$ cat src/rtl/alarm_sounder.sv
// Alarm sounder controller: rings, snoozes and times out one alarm event.
// Every output is registered, so an input change shows on the outputs after the next clock edge.
module alarm_sounder #(
   parameter int SNOOZE_SEC       = 300,
   parameter int RING_TIMEOUT_SEC = 60,
   parameter int MAX_SNOOZE       = 3
) (
   input  logic       clk,
   input  logic       reset,
   input  logic       tick_1s,
   input  logic       tick_beep,
   input  logic       alarm_triggered,
   input  logic       snooze_btn,
   input  logic       stop_btn,
   output logic       buzzer,
   output logic       stop_alarm,
   output logic [1:0] state,
   output logic [9:0] secs_left,
   output logic [1:0] snooze_used
);

   localparam logic [9:0] RING_LOAD   = 10'(RING_TIMEOUT_SEC);
   localparam logic [9:0] SNOOZE_LOAD = 10'(SNOOZE_SEC);
   localparam logic [1:0] SNOOZE_MAX  = 2'(MAX_SNOOZE);

   typedef enum logic [1:0] {
      IDLE    = 2'd0,
      RINGING = 2'd1,
      SNOOZE  = 2'd2
   } state_t;

   state_t     state_reg, state_next;
   logic [9:0] secs_reg, secs_next;
   logic [1:0] used_reg, used_next;
   logic       phase_reg, phase_next;
   logic       buzzer_reg, buzzer_next;
   logic       stop_reg, stop_next;
   logic       snooze_ok;

   assign snooze_ok = (used_reg < SNOOZE_MAX);

   always_comb begin
      state_next = state_reg;
      secs_next  = secs_reg;
      used_next  = used_reg;
      phase_next = phase_reg;
      stop_next  = 1'b0;
      case (state_reg)
         IDLE: begin
            if (alarm_triggered) begin
               state_next = RINGING;
               secs_next  = RING_LOAD;
               used_next  = 2'd0;
               phase_next = 1'b1;
            end
         end
         RINGING: begin
            if (stop_btn) begin
               state_next = IDLE;
               secs_next  = 10'd0;
               stop_next  = 1'b1;
            end else if (snooze_btn && snooze_ok) begin
               state_next = SNOOZE;
               secs_next  = SNOOZE_LOAD;
               used_next  = used_reg + 2'd1;
            end else begin
               // A refused snooze is a no-op, so a coincident tick still counts.
               if (tick_1s) begin
                  if (secs_reg > 10'd1) begin
                     secs_next = secs_reg - 10'd1;
                  end else if (snooze_ok) begin
                     state_next = SNOOZE;
                     secs_next  = SNOOZE_LOAD;
                     used_next  = used_reg + 2'd1;
                  end else begin
                     state_next = IDLE;
                     secs_next  = 10'd0;
                     stop_next  = 1'b1;
                  end
               end
               if (tick_beep && (state_next == RINGING)) begin
                  phase_next = ~phase_reg;
               end
            end
         end
         SNOOZE: begin
            if (stop_btn) begin
               state_next = IDLE;
               secs_next  = 10'd0;
               stop_next  = 1'b1;
            end else if (tick_1s) begin
               if (secs_reg > 10'd1) begin
                  secs_next = secs_reg - 10'd1;
               end else begin
                  state_next = RINGING;
                  secs_next  = RING_LOAD;
                  phase_next = 1'b1;
               end
            end
         end
         default: begin
            state_next = IDLE;
            secs_next  = 10'd0;
         end
      endcase
      buzzer_next = (state_next == RINGING) && phase_next;
   end

   always_ff @(posedge clk) begin
      if (!reset) begin
         state_reg  <= IDLE;
         secs_reg   <= 10'd0;
         used_reg   <= 2'd0;
         phase_reg  <= 1'b0;
         buzzer_reg <= 1'b0;
         stop_reg   <= 1'b0;
      end else begin
         state_reg  <= state_next;
         secs_reg   <= secs_next;
         used_reg   <= used_next;
         phase_reg  <= phase_next;
         buzzer_reg <= buzzer_next;
         stop_reg   <= stop_next;
      end
   end

   assign state       = state_reg;
   assign secs_left   = secs_reg;
   assign snooze_used = used_reg;
   assign buzzer      = buzzer_reg;
   assign stop_alarm  = stop_reg;

endmodule

$ cat config.mk
export PLATFORM = sky130hd
export DESIGN_NAME = alarm_sounder
export DESIGN_NICKNAME = d
export VERILOG_FILES = /design/src/rtl/alarm_sounder.sv
export SDC_FILE = /design/constraint.sdc
export NUM_CORES = 1
export LEC_CHECK = 0
export BUFFER_PORTS_ARGS = -buffer_cell sky130_fd_sc_hd__buf_2
export CORE_AREA = 4 4 59 61
export DETAILED_ROUTE_END_ITERATION = 6
export DIE_AREA = 0 0 63 65
export GPL_TIMING_DRIVEN = 0
export SYNTH_ARGS = -nofsm -noshare
export SYNTH_HDL_FRONTEND = slang
export SYNTH_SLANG_ARGS = --single-unit
export TNS_END_PERCENT = 30
$ cat constraint.sdc
create_clock -name clk -period 6.6 [get_ports clk]
set_clock_uncertainty 0.15 [all_clocks]
set_input_delay 0.33 -clock clk [delete_from_list [all_inputs] [get_ports clk]]
set_output_delay 0.33 -clock clk [all_outputs]
set_load 0.01 [all_outputs]
==> flow_metrics.tcl, run 1 <==
set metrics [dict create \
    status "complete, no violations" \
    tns_ns 0 \
    synth-edff-count 0 \
    largest_reg_flops 10 \
    slowest_delay_ns 0.70 \
    clk_latency_ns 0.30 \
    syn_to_final_growth_pct 15.3 \
    routed-wl-met2_um 1540 \
    critical_path_class "reg2reg" \
    cts_resized 0 \
    grt_max_degree 11 \
    top_layer_used "met4" \
    cts_hold_buf 0 \
    route.detailed.drc 0 \
    postLayoutCoreUtil 0.451 \
    synth_area_um2 1160 \
    avgViaCountPerCell 5.88 \
    min_period_over_period 0.400 \
    cp.arrival_ns 2.73 \
    die_y_um 65 \
    relSlewSlack 0.434 \
    powerDensity_nw_per_um2 218 \
    place.gp.congestion 0.861 \
    hp-class "in2reg" \
    rsz0062_at_grt "no" \
    grt_pass1_vias 1183 \
    ios 23 \
    wl_met3_um 146 \
    tightest_slew_ns 0.842 \
    vias 1181 \
    dieWidth_um 63 \
    cp.required_ns 6.69 \
    nNetsFinal 183 \
    cts_sinks 17 \
    initial_utilization 0.391 \
    fin_hold_ws_ns 0.193 \
    synth_fp_nets 156 \
    ys_ff_latch 17 \
    path_clk_slew_ns 0.11 \
    dieArea_um2 4100 \
    peakVddDrop_uv 140 \
    rows 20 \
    hpwlAfterDp_um 2360 \
    fin_crit_ns 2.64 \
    grt_pass1_wl_um 5300 \
    wire_per_inst_um 15.2 \
    critPathMaxFanout 10 \
    yosysTopAreaCellShare 0.292 \
    crit_slowest_cell "o31ai_1" \
    netlist_top_cells_area "dfxtp_1 (29%), ha_1 (7.5%), nor2_1 (5.5%)" \
    grt_usage 0.159 \
    tritoncts.num_buffers 3 \
    cpMostUsedCell "buf_2" \
    finalHoldViolations 0 \
    portBuffers 22 \
    fp.coreArea_um2 2980 \
    wl_met1_um 1360 \
    synthArstFlopShare 0 \
    fmax_mhz 379 \
    synth_cell_types 38 \
    worst_setup_path_end_kind "flip-flop" \
    cp_cell_sequence "ha_1 > buf_2 > a21oi_1 > o31ai_1 > buf_2 > o21ai_0 > nor2_1" \
    synth_area_per_cell_um2 8.20 \
    antenna_left 0 \
    antenna_found_initial 0 \
    fin_ws_ns 3.96 \
    maxSlewViolCount 0 \
    synth_warnings 0 \
    setup_viol 0 \
    drtIter0Drc 47 \
    crit_family "compound AO/OA/AOI/OAI gates" \
    leakagePower_nw 0.564 \
    cts-htree-levels 1 \
    synth_ff_type "dfxtp_1" \
    post_cts_buffers 0 \
    pre_cts_slack_ns 3.99 \
    drt_pass1_iterations 5 \
    drv_cap 0 \
    clockBufferDepth 2 \
    root_buffer "clkbuf_4" \
    start_kind "flip-flop" \
    diodes 0 \
    cp_num_buf_inv 2 \
    seq_area_frac_synth 0.292 \
    synthCells 142 \
    drt_wl_total_um 3060 \
    grt_remaining_overflow 0 \
    drive_above_1_share 0.196 \
    cts_tree "yes" \
    yosysTopAreaCell "dfxtp_1" \
]
==> metrics by stage <==
stage | cells | power [mW] | area [um^2]
2_1_floorplan | 142 | 0.204 | 1160
3_3_place_gp | 197 | 0.232 | 1320
3_5_place_dp | 197 | 0.234 | 1320
4_1_cts | 201 | 0.293 | 1340
5_1_grt | 201 | 0.313 | 1340
6_report | 201 | 0.293 | 1340
==> where the power goes <==
| part | leakage, nW | total (mW) | switching (mW) | internal [mW] |
|---|---|---|---|---|
| clock | 0.0150 | 0.0598 | 0.0363 | 0.0235 |
| sequential | 0.139 | 0.125 | 0.0140 | 0.111 |
| combinational | 0.410 | 0.107 | 0.0632 | 0.0441 |
| total | 0.564 | 0.293 | 0.114 | 0.179 |
==> cell usage in the layout (no fill, tap or decap), types with 5 or more instances in the layout <==
| master | count |
|---|---|
| o21ai_0 | 6 |
| buf_2 | 24 |
| nor2_1 | 17 |
| dfxtp_1 | 17 |
| nor3_1 | 7 |
| a21oi_1 | 6 |
| nand2_1 | 12 |
| nor2b_1 | 5 |
| ha_1 | 7 |
| xnor2_1 | 5 |
| inv_1 | 10 |
==> layout make-up <==
class                           count  area, um^2
Buffer                              2        10.0
Clock buffer                        4        26.3
Fill cell                         312        1640
Inverter                           10        37.5
Multi-Input combinational cell    113         777
Sequential cell                    17         340
Tap cell                           33        41.3
Timing Repair Buffer               22         110
==> cell families after synthesis <==
| kind of cell | share of synthesized area |
|---|---|
| AOI/OAI and AO/OA | 0.265 |
| xor gates and xnor gates | 0.0451 |
| adders and majority gates | 0.0752 |
| buffers and inverters | 0.0408 |
| DFF | 0.292 |
| muxes | 0.00859 |
| and+or+nand+nor | 0.273 |
==> Yosys cell counts, types with 2 or more instances <==
cell type,instances
o21ai_0,6
a311o_1,2
or3_1,4
a21oi_1,6
buf_2,2
o31ai_1,3
nor2_1,17
nand2_1,12
ha_1,7
inv_1,10
a211oi_1,2
nand2b_1,3
dfxtp_1,17
nor3_1,7
o311ai_0,2
xnor2_1,5
a22oi_1,2
a31oi_1,4
nor2b_1,5
or4_1,3
o211ai_1,3
nand3_1,4
==> worst paths after layout <==
path,depth (start not counted),start,to,slack (ns)
min reg2reg,2,snooze_used[1],snooze_used[1],0.39
max,7,state[0],secs_left[9],3.96
min,3,reset,stop_alarm,0.19
max reg2reg,7,state[0],secs_left[9],3.96
==> worst reg2reg max path, cell delays in order, from the launching register on <==
cell and delay, ns:
dfxtp_1 0.49, ha_1 0.19, buf_2 0.20, a21oi_1 0.11, o31ai_1 0.70, buf_2 0.36, o21ai_0 0.24, nor2_1 0.15
==> routing by layer <==
metal,vias to the layer above,track usage
met2,28,0.292
met1,579,0.183
met3,2,0.0399
li1,572,-
met5,-,0
met4,0,0.0386
No activity file was read; power rests on OpenSTA's default activity.
==> run 2, diff against run 1 <==
==> constraint.sdc (replaced) <==
create_clock -name clk -period 2.5 [get_ports clk]
set_clock_uncertainty 0.15 [all_clocks]
set_input_delay 0.125 -clock clk [delete_from_list [all_inputs] [get_ports clk]]
set_output_delay 0.125 -clock clk [all_outputs]
set_load 0.01 [all_outputs]
==> flow_metrics.tcl, run 2 (synthesis results as in run 1) <==
set metrics [dict create \
    seq_area_um2 342 \
    rows 20 \
    cp.arrival_ns 2.42 \
    tightest_slew_ns 0.501 \
    cp.required_ns 2.59 \
    relSlewSlack 0.663 \
    dpl_cell_area_um2 1320 \
    drv_cap 0 \
    drt_pass1_iterations 4 \
    post_cts_buffers 0 \
    critPathMaxFanout 9 \
    ios 23 \
    finalPower_mw 0.777 \
    vias 1173 \
    cp_cell_sequence "inv_1 > ha_1 > buf_2 > a21oi_2 > o31ai_4 > or4_1 > a31oi_1 > a311o_1" \
    hp-class "in2reg" \
    leakagePower_nw 0.572 \
    status "complete, no violations" \
    drive_above_1_share 0.213 \
    grt_usage 0.160 \
    tritoncts.num_buffers 3 \
    dieArea_um2 4100 \
    hpwlAfterDp_um 2360 \
    route.detailed.drc 0 \
    regToRegEndpoint "secs_left[3]" \
    drt_wl_total_um 3080 \
    grt_max_degree 11 \
    peakVddDrop_uv 326 \
    crit_family "compound AO/OA/AOI/OAI gates" \
    slowest_delay_ns 0.59 \
    cts_tree "yes" \
    critical_path_class "reg2reg" \
    largest_reg_flops 10 \
    crit_slowest_cell "or4_1" \
    portBuffers 22 \
    postLayoutCoreUtil 0.461 \
    wl_met1_um 1340 \
    fp.coreArea_um2 2980 \
    drtIter0Drc 67 \
    cts_sinks 17 \
    final_common_cell "buf_2" \
    grt_remaining_overflow 0 \
    syn_to_final_growth_pct 17.7 \
    reg2reg_depth 8 \
    dieWidth_um 63 \
    diodes 0 \
    start_kind "flip-flop" \
    cp.depth 8 \
    setup_viol 0 \
    antenna_left 0 \
    antenna_found_initial 0 \
    path_clk_slew_ns 0.11 \
    top_layer_used "met4" \
    multi_input_area_um2 795 \
    grt_pass1_vias 1194 \
    rrSetupSlack_ns 0.17 \
    powerDensity_nw_per_um2 567 \
    avgViaCountPerCell 5.81 \
    worst_setup_path_end_kind "flip-flop" \
    maxSlewViolCount 0 \
    rr_startpoint "state[1]" \
    cts-htree-levels 1 \
    fin_crit_ns 2.33 \
    fmax_mhz 429 \
    root_buffer "clkbuf_4" \
    cp_num_buf_inv 2 \
    fill_cells 309 \
    nNetsFinal 184 \
    cp-startpoint "state[1]" \
    finalHoldViolations 0 \
    wl_met3_um 142 \
    routed-wl-met2_um 1580 \
    wire_per_inst_um 15.3 \
    place.gp.congestion 0.861 \
    rsz0062_at_grt "no" \
    clk_latency_ns 0.29 \
    clockBufferDepth 2 \
    crit_path_end "secs_left[3]" \
    die_y_um 65 \
    initial_utilization 0.391 \
    final_cell_mix "buf_2 (24), nor2_1 (17), dfxtp_1 (16)" \
    min_period_over_period 0.932 \
    stdcell_area_um2 1370 \
    grt_pass1_wl_um 5340 \
]
==> run 2: changes by cell type in the layout (fill, tap and decap cells not counted) <==
| cell | change |
|---|---|
| a21oi_1 | -1 |
| a21oi_2 | +1 |
| dfxtp_1 | -1 |
| dfxtp_2 | +1 |
| dlygate4sd3_1 | +1 |
| o31ai_1 | -1 |
| o31ai_4 | +1 |
==> run 2: how the worst min path moves through the flow <==
| stage | from | end | slack [ns] | depth (start not counted) |
|---|---|---|---|---|
| 2_1_floorplan | reset | stop_alarm | 0.11 | 2 |
| 3_3_place_gp | reset | stop_alarm | 0.31 | 3 |
| 3_5_place_dp | reset | stop_alarm | 0.31 | 3 |
| 4_1_cts | stop_btn | stop_alarm | 0.06 | 3 |
| 5_1_grt | stop_btn | stop_alarm | 0.08 | 3 |
| 6_report | stop_btn | stop_alarm | 0.07 | 3 |
==> run 2: worst register-to-register path, cell delays in order, from the launching register on <==
cell and delay [ns]:
dfxtp_1 0.46, inv_1 0.10, ha_1 0.18, buf_2 0.18, a21oi_2 0.21, o31ai_4 0.11, or4_1 0.59, a31oi_1 0.18
a311o_1 0.13
==> run 2: repair_timing <==
action                                  4_1_cts  5_1_grt
pin swaps                                     0        0
gates resized for setup                       1        3
endpoints found under the setup margin        8        8
hold buffers                                  1        0
hold endpoints to repair                      1        0
==> run 2: layout make-up <==
class / count / area share
plain buffers: 2 / 0.00730
clock buffers: 4 / 0.0192
inverters: 10 / 0.0274
multi-input cells: 113 / 0.579
flip-flops and latches: 17 / 0.249
well taps: 33 / 0.0301
repair buffers: 23 / 0.0876
==> run 2: routing by layer <==
| layer | GRT usage | vias up |
|---|---|---|
| met1 | 0.184 | 566 |
| met2 | 0.295 | 27 |
| met5 | 0 | - |
| met3 | 0.0399 | 2 |
| li1 | - | 578 |
| met4 | 0.0386 | 0 |
==> run 2: where the power goes <==
group	total [mW]	leakage (nW)	switching [mW]	internal, mW
Combinational	0.289	0.418	0.169	0.119
Sequential	0.332	0.140	0.0372	0.295
Clock	0.156	0.0150	0.0943	0.0621
==> run 2: metrics by stage <==
stage	setup slack (ns)	hold WS, ns	setup TNS [ns]	std cells
finish	0.170	0.0689	0	202
global route	0.0115	0.0844	0	202
CTS	0.121	0.0566	0	202
detailed placement	-0.114	0.311	-0.552	197
global placement	-0.0240	0.306	-0.0586	197
floorplan	0.319	0.106	0	142
